## src/rtl/pzvip_stream_rr_arbiter_pkg.sv

```systemverilog
// rtl/pzvip_stream_rr_arbiter_pkg.sv - shared types and helpers for the stream round-robin arbiter
package pzvip_stream_rr_arbiter_pkg;

    // Arbiter FSM: IDLE arbitrates combinationally, LOCKED holds one requester
    typedef enum logic {
        ST_IDLE   = 1'b0,
        ST_LOCKED = 1'b1
    } arb_state_e;

    // Width needed to index n requesters (n >= 2 always yields at least 1)
    function automatic int clog2(input int n);
        int w;
        w = 0;
        while ((1 << w) < n) begin
            w++;
        end
        return w;
    endfunction

endpackage

```

## src/rtl/pzvip_stream_rr_select.sv

```systemverilog
// rtl/pzvip_stream_rr_select.sv - rotating-priority search starting at ptr
module pzvip_stream_rr_select
    import pzvip_stream_rr_arbiter_pkg::*;
#(
    parameter int N     = 4,
    parameter int PTR_W = clog2(N)
) (
    input  logic [N-1:0]     req_i,
    input  logic [PTR_W-1:0] ptr_i,
    output logic [N-1:0]     grant_o,
    output logic [PTR_W-1:0] idx_o,
    output logic             found_o
);

    // One extra bit so ptr+offset never overflows before the explicit wrap
    logic [PTR_W:0] cand;

    // Walk ptr, ptr+1, ... wrapping at N; the first requester found wins
    always_comb begin
        grant_o = '0;
        idx_o   = '0;
        found_o = 1'b0;
        cand    = '0;
        for (int off = 0; off < N; off++) begin
            cand = {1'b0, ptr_i} + (PTR_W+1)'(off);
            if (cand >= (PTR_W+1)'(N)) begin
                cand = cand - (PTR_W+1)'(N);
            end
            if (!found_o && req_i[cand[PTR_W-1:0]]) begin
                found_o = 1'b1;
                idx_o   = cand[PTR_W-1:0];
            end
        end
        if (found_o) begin
            grant_o[idx_o] = 1'b1;
        end
    end

endmodule

```

## src/rtl/pzvip_stream_rr_arbiter.sv

```systemverilog
// rtl/pzvip_stream_rr_arbiter.sv - packet-locked round-robin arbiter for N valid/ready streams
module pzvip_stream_rr_arbiter
    import pzvip_stream_rr_arbiter_pkg::*;
#(
    parameter int N          = 4,
    parameter int DATA_WIDTH = 64
) (
    input  logic                      i_clk,
    input  logic                      i_rst_n,
    input  logic [N-1:0]              i_valid,
    output logic [N-1:0]              o_ready,
    input  logic [N*DATA_WIDTH-1:0]   i_data,
    input  logic [N*DATA_WIDTH/8-1:0] i_byte_enable,
    input  logic [N-1:0]              i_last,
    output logic                      o_valid,
    input  logic                      i_ready,
    output logic [DATA_WIDTH-1:0]     o_data,
    output logic [DATA_WIDTH/8-1:0]   o_byte_enable,
    output logic                      o_last,
    output logic [N-1:0]              o_grant,
    output logic                      o_busy
);

    localparam int BE_W  = DATA_WIDTH / 8;
    localparam int PTR_W = clog2(N);
    localparam logic [PTR_W-1:0] LAST_IDX = PTR_W'(N - 1);

    arb_state_e       state_q, state_d;
    logic [PTR_W-1:0] ptr_q, ptr_d;
    logic [PTR_W-1:0] lock_q, lock_d;

    logic [N-1:0]     sel_grant;
    logic [PTR_W-1:0] sel_idx;
    logic             sel_found;

    logic [N-1:0]     grant;
    logic [PTR_W-1:0] cur_idx;
    logic [PTR_W-1:0] next_ptr;
    logic             ack;

    pzvip_stream_rr_select #(
        .N     (N),
        .PTR_W (PTR_W)
    ) u_select (
        .req_i   (i_valid),
        .ptr_i   (ptr_q),
        .grant_o (sel_grant),
        .idx_o   (sel_idx),
        .found_o (sel_found)
    );

    // Current grant: live search in IDLE, frozen requester in LOCKED, nothing in reset
    always_comb begin
        grant   = '0;
        cur_idx = sel_idx;
        if (state_q == ST_LOCKED) begin
            cur_idx        = lock_q;
            grant[lock_q]  = 1'b1;
        end else if (sel_found) begin
            grant = sel_grant;
        end
        if (!i_rst_n) begin
            grant = '0;
        end
    end

    // AND-OR payload mux on the one-hot grant; zero grant yields zero payload
    always_comb begin
        o_valid       = 1'b0;
        o_last        = 1'b0;
        o_data        = '0;
        o_byte_enable = '0;
        for (int k = 0; k < N; k++) begin
            o_valid       = o_valid | (grant[k] & i_valid[k]);
            o_last        = o_last  | (grant[k] & i_last[k]);
            o_data        = o_data  | ({DATA_WIDTH{grant[k]}} & i_data[k*DATA_WIDTH +: DATA_WIDTH]);
            o_byte_enable = o_byte_enable | ({BE_W{grant[k]}} & i_byte_enable[k*BE_W +: BE_W]);
        end
    end

    assign o_ready  = grant & {N{i_ready}};
    assign o_grant  = grant;
    assign o_busy   = (state_q == ST_LOCKED) && i_rst_n;
    assign ack      = o_valid && i_ready;
    assign next_ptr = (cur_idx == LAST_IDX) ? '0 : cur_idx + PTR_W'(1);

    // Next state: lock on any pending or partial packet, rotate ptr past the last beat's owner
    always_comb begin
        state_d = state_q;
        ptr_d   = ptr_q;
        lock_d  = lock_q;
        case (state_q)
            ST_IDLE: begin
                if (o_valid) begin
                    if (ack && o_last) begin
                        ptr_d = next_ptr;
                    end else begin
                        state_d = ST_LOCKED;
                        lock_d  = sel_idx;
                    end
                end
            end
            ST_LOCKED: begin
                if (ack && o_last) begin
                    state_d = ST_IDLE;
                    ptr_d   = next_ptr;
                end
            end
            default: begin
                state_d = ST_IDLE;
            end
        endcase
    end

    // State registers; reset abandons any partial packet and restarts at requester 0
    always_ff @(posedge i_clk or negedge i_rst_n) begin
        if (!i_rst_n) begin
            state_q <= ST_IDLE;
            ptr_q   <= '0;
            lock_q  <= '0;
        end else begin
            state_q <= state_d;
            ptr_q   <= ptr_d;
            lock_q  <= lock_d;
        end
    end

endmodule
```

## config.mk

```make
export PLATFORM = sky130hd
export DESIGN_NAME = pzvip_stream_rr_arbiter
export DESIGN_NICKNAME = d
export VERILOG_FILES = /design/src/rtl/pzvip_stream_rr_arbiter_pkg.sv /design/src/rtl/pzvip_stream_rr_select.sv /design/src/rtl/pzvip_stream_rr_arbiter.sv
export SDC_FILE = /design/constraint.sdc
export NUM_CORES = 1
export LEC_CHECK = 0
export ABC_AREA = 1
export CORE_AREA = 2 2 149 151
export DETAILED_ROUTE_END_ITERATION = 10
export DIE_AREA = 0 0 151 153
export MAX_ROUTING_LAYER = met4
export SYNTH_ARGS = -nofsm -noshare
export SYNTH_HDL_FRONTEND = slang
export SYNTH_HIERARCHICAL = 1
export SYNTH_SLANG_ARGS = --single-unit
```

## constraint.sdc

```tcl
create_clock -name i_clk -period 3.8 [get_ports i_clk]
set_input_delay 0.95 -clock i_clk [delete_from_list [all_inputs] [get_ports i_clk]]
set_output_delay 0.95 -clock i_clk [all_outputs]
set_load 0.01 [all_outputs]
```

==> metrics.txt <==
clock tree from TritonCTS=yes; worst slack on hold paths=0.5287 ns; number of vias per cell after detailed routing=4.228; Area Growth Syn to Fin=181.3%; Cells after Synth=542; Final Hold Violating Endpoints=0; DR vias=5294; core area=0.02149 sq mm; total design power=4.703 mW; count of endpoints failing setup in the final report=0; height of the die=153 um; post-synth net total=842; Cell Area, Synth=0.002744 sq mm; data arrival time at the worst-slack endpoint=2.81 ns; clock transition at the registers of the reported paths=0.03 ns; average instance area after synthesis=5.063 sq um; TritonCTS Buffers=3; Slew Limit Fails=0; FF-to-FF Start=ptr_q[0]$_DFFE_PN0P_; final worst-path cycle share=99.04%; nature of the critical path startpoint=primary input; number of standard cells in the layout, taps in and fillers out=1252; fraction of the yosys area taken by sequential cells=4.560%; depth of the worst hold-timing path=2; run status=finished clean; pin count of the biggest net entering global routing=20; Relative slew margins=73.47%; total grt overflow=0; wire length of the first global-routing pass=30930 um; setup slack on the worst flop-to-flop path=1.35 ns; clock sink count=5; Starting Density=12.77%; Placement Rows=54; number of nets with antenna violations after routing=0; Static Leakage=3.416 nW; IO Port Bufs=381; maximum frequency from static timing analysis=265.7 MHz; insertion delay of the later-clocked pin in the worst-skew pair=0.23 ns; R2R Path End=lock_q[0]$_DFFE_PN0P_; warning count from the yosys run=6; worst min-delay path startpoint=ptr_q[0]$_DFFE_PN0P_; number of DRC markers after the initial detailed-route iteration=284; count of cell types in the netlist=21; number of violations of the max-capacitance limit=0; ratio of cells with drive above 1 in the final layout=26.65%; worst-case reg-to-reg path depth=21; floorplan die width=151 um; setup repair after global routing missed its margin=true; # H-tree levels=1; worst-path maximum fanout=8; CTS root buffer=clkbuf_16; IR drop worst, VDD=514.6 uV; number of global-route vias before repair=5307; required arrival time at the worst endpoint=2.85 ns; number of antenna violations at the first check in global routing=0; Tightest Pin Transition=0.3979 ns; Global Route Usage Sum=18.09%; largest clock skew in the final design=0.001258 ns; clock period minus final worst setup slack=3.764 ns; endpoint kind of the worst setup timing path=output port; number of hold buffers added after cts=0; nets=1273; last weighted congestion value of the routability-driven placer=0.9217; WL per Instance=18.31 um; drc violations=0; worst hold path type=flop to flop; count of pins on the block boundary=382; number of detailed-route iterations in the first pass=4; half-perimeter wire length after detailed placement=15540 um; worst hold path endpoint=ptr_q[0]$_DFFE_PN0P_; total of flip-flops plus latches after synthesis=5; final antenna diode count=0; number of filler instances in the final layout=2319; post-detailed-routing wire length=22920 um; Power per Cell Area=609.4 mW/mm^2; placed instance count=1203; DIE AREA=0.02310 sq mm; critical path class=primary input to output port; maximum root-to-sink buffer count=2
==> how the worst max path moves through the flow <==
stage,from,end,slack [ns],depth (start not counted)
6_report,i_valid[0],o_data[44],0.04,20
5_1_grt,i_valid[0],o_data[44],-0.09,20
4_1_cts,i_valid[0],o_data[62],-0.03,21
3_5_place_dp,i_valid[3],o_data[14],-0.85,19
3_3_place_gp,i_valid[3],o_data[11],-0.81,19
2_1_floorplan,i_valid[1],o_data[57],0.45,15
==> cells by family (layout without fill, tap and decap cells) <==
logic type	Yosys count	after routing	share of synthesized area (%)
AOI/OAI and AO/OA	3	3	0.9578
buffers and inverters	57	487	15.18
DFF	5	5	4.560
adders and majority gates	1	1	0.4559
and+or+nand+nor	476	476	78.84
==> synth_stat cells <==
master	count	area, sq um
inv_6	1	8.760
nor2_4	5	56.30
dfrtp_1	5	125.1
nand3_2	11	110.1
inv_8	1	11.26
nand2_4	2	22.52
inv_1	14	52.55
nand2_2	19	118.9
nor2_1	7	26.28
inv_4	1	6.260
nand3_1	8	40.04
buf_6	9	101.4
buf_8	7	105.1
nand4_1	77	481.7
inv_2	9	33.78
ha_1	1	12.51
nor2_2	2	12.51
o21ai_2	3	26.28
buf_2	6	30.03
nand2_1	345	1295
buf_4	9	67.56
==> report_power, final <==
group,total (mW),internal [mW],switching [mW]
Clock,0.173,0.139,0.0343
Sequential,0.117,0.0766,0.0400
Combinational,4.41,2.06,2.36
==> through the flow <==
stage,util (%),setup TNS [ns],setup WS (ns),area [sq um]
3_3_place_gp,32.40,-57.59,-0.8084,6962
5_1_grt,35.92,-1.585,-0.08821,7717
3_5_place_dp,32.40,-60.84,-0.8520,6962
4_1_cts,35.14,-0.03199,-0.03164,7551
2_1_floorplan,-,0,0.4519,2744
6_report,35.92,0,0.03646,7717
==> timing repair <==
item,in CTS,in global routing
endpoints found under the setup margin,82,81
pin swaps,27,41
buffers inserted,25,7
endpoints found under the hold margin,0,0
gates cloned,13,5
resized for setup,334,100
==> layout by cell type (no fill, tap or decap), types with 2 or more instances in the layout <==
master,count
buf_8,5
nand2_4,16
dlygate4sd2_1,5
buf_12,16
inv_1,9
inv_4,5
buf_4,42
clkdlybuf4s50_1,296
buf_16,9
clkbuf_16,8
nand3_4,5
inv_8,3
clkbuf_2,8
nand2_1,301
nand3_2,7
dlymetal6s2s_1,3
nor2_4,5
nand2_2,49
buf_6,11
dfrtp_1,5
nand4_1,77
buf_2,55
o21ai_2,3
nand3_1,7
inv_2,7
nor2_2,2
nor2_1,7
==> worst max-delay path, cell delays in order <==
cell and delay (ns):
buf_6 0.10, inv_2 0.06, nand2_4 0.06, nand3_4 0.09, nand2_4 0.07, nor2_4 0.12
nand4_1 0.13, nand2_4 0.12, inv_2 0.04, nor2_2 0.08, nand3_2 0.10, nand2_4 0.09
nand2_4 0.07, inv_8 0.08, buf_6 0.09, buf_12 0.13, buf_8 0.13, nand2_2 0.04
nand4_1 0.10, buf_2 0.15
==> cell type report <==
| cell class | count | area [sq um] | area share, % |
|---|---|---|---|
| clock buffers | 4 | 78.83 | 1.021 |
| repair buffers | 457 | 4588 | 59.45 |
| well taps | 280 | 350.3 | 4.540 |
| inverters | 26 | 150.1 | 1.946 |
| flip-flops and latches | 5 | 125.1 | 1.621 |
| multi-input cells | 480 | 2425 | 31.42 |
==> per-layer routing <==
layer,track usage (%),up-vias,routed length [um]
li1,-,2629,-
met1,22.11,2341,9377
met2,30.48,292,10810
met3,3.045,32,2039
met4,5.118,0,694
met5,-,-,0
==> state kept, by name, summed over array words and instances (netlist names) <==
signal	flops
ptr_q	2
state_q	1
lock_q	2
Note: power is estimated with default switching activity, not from simulation.
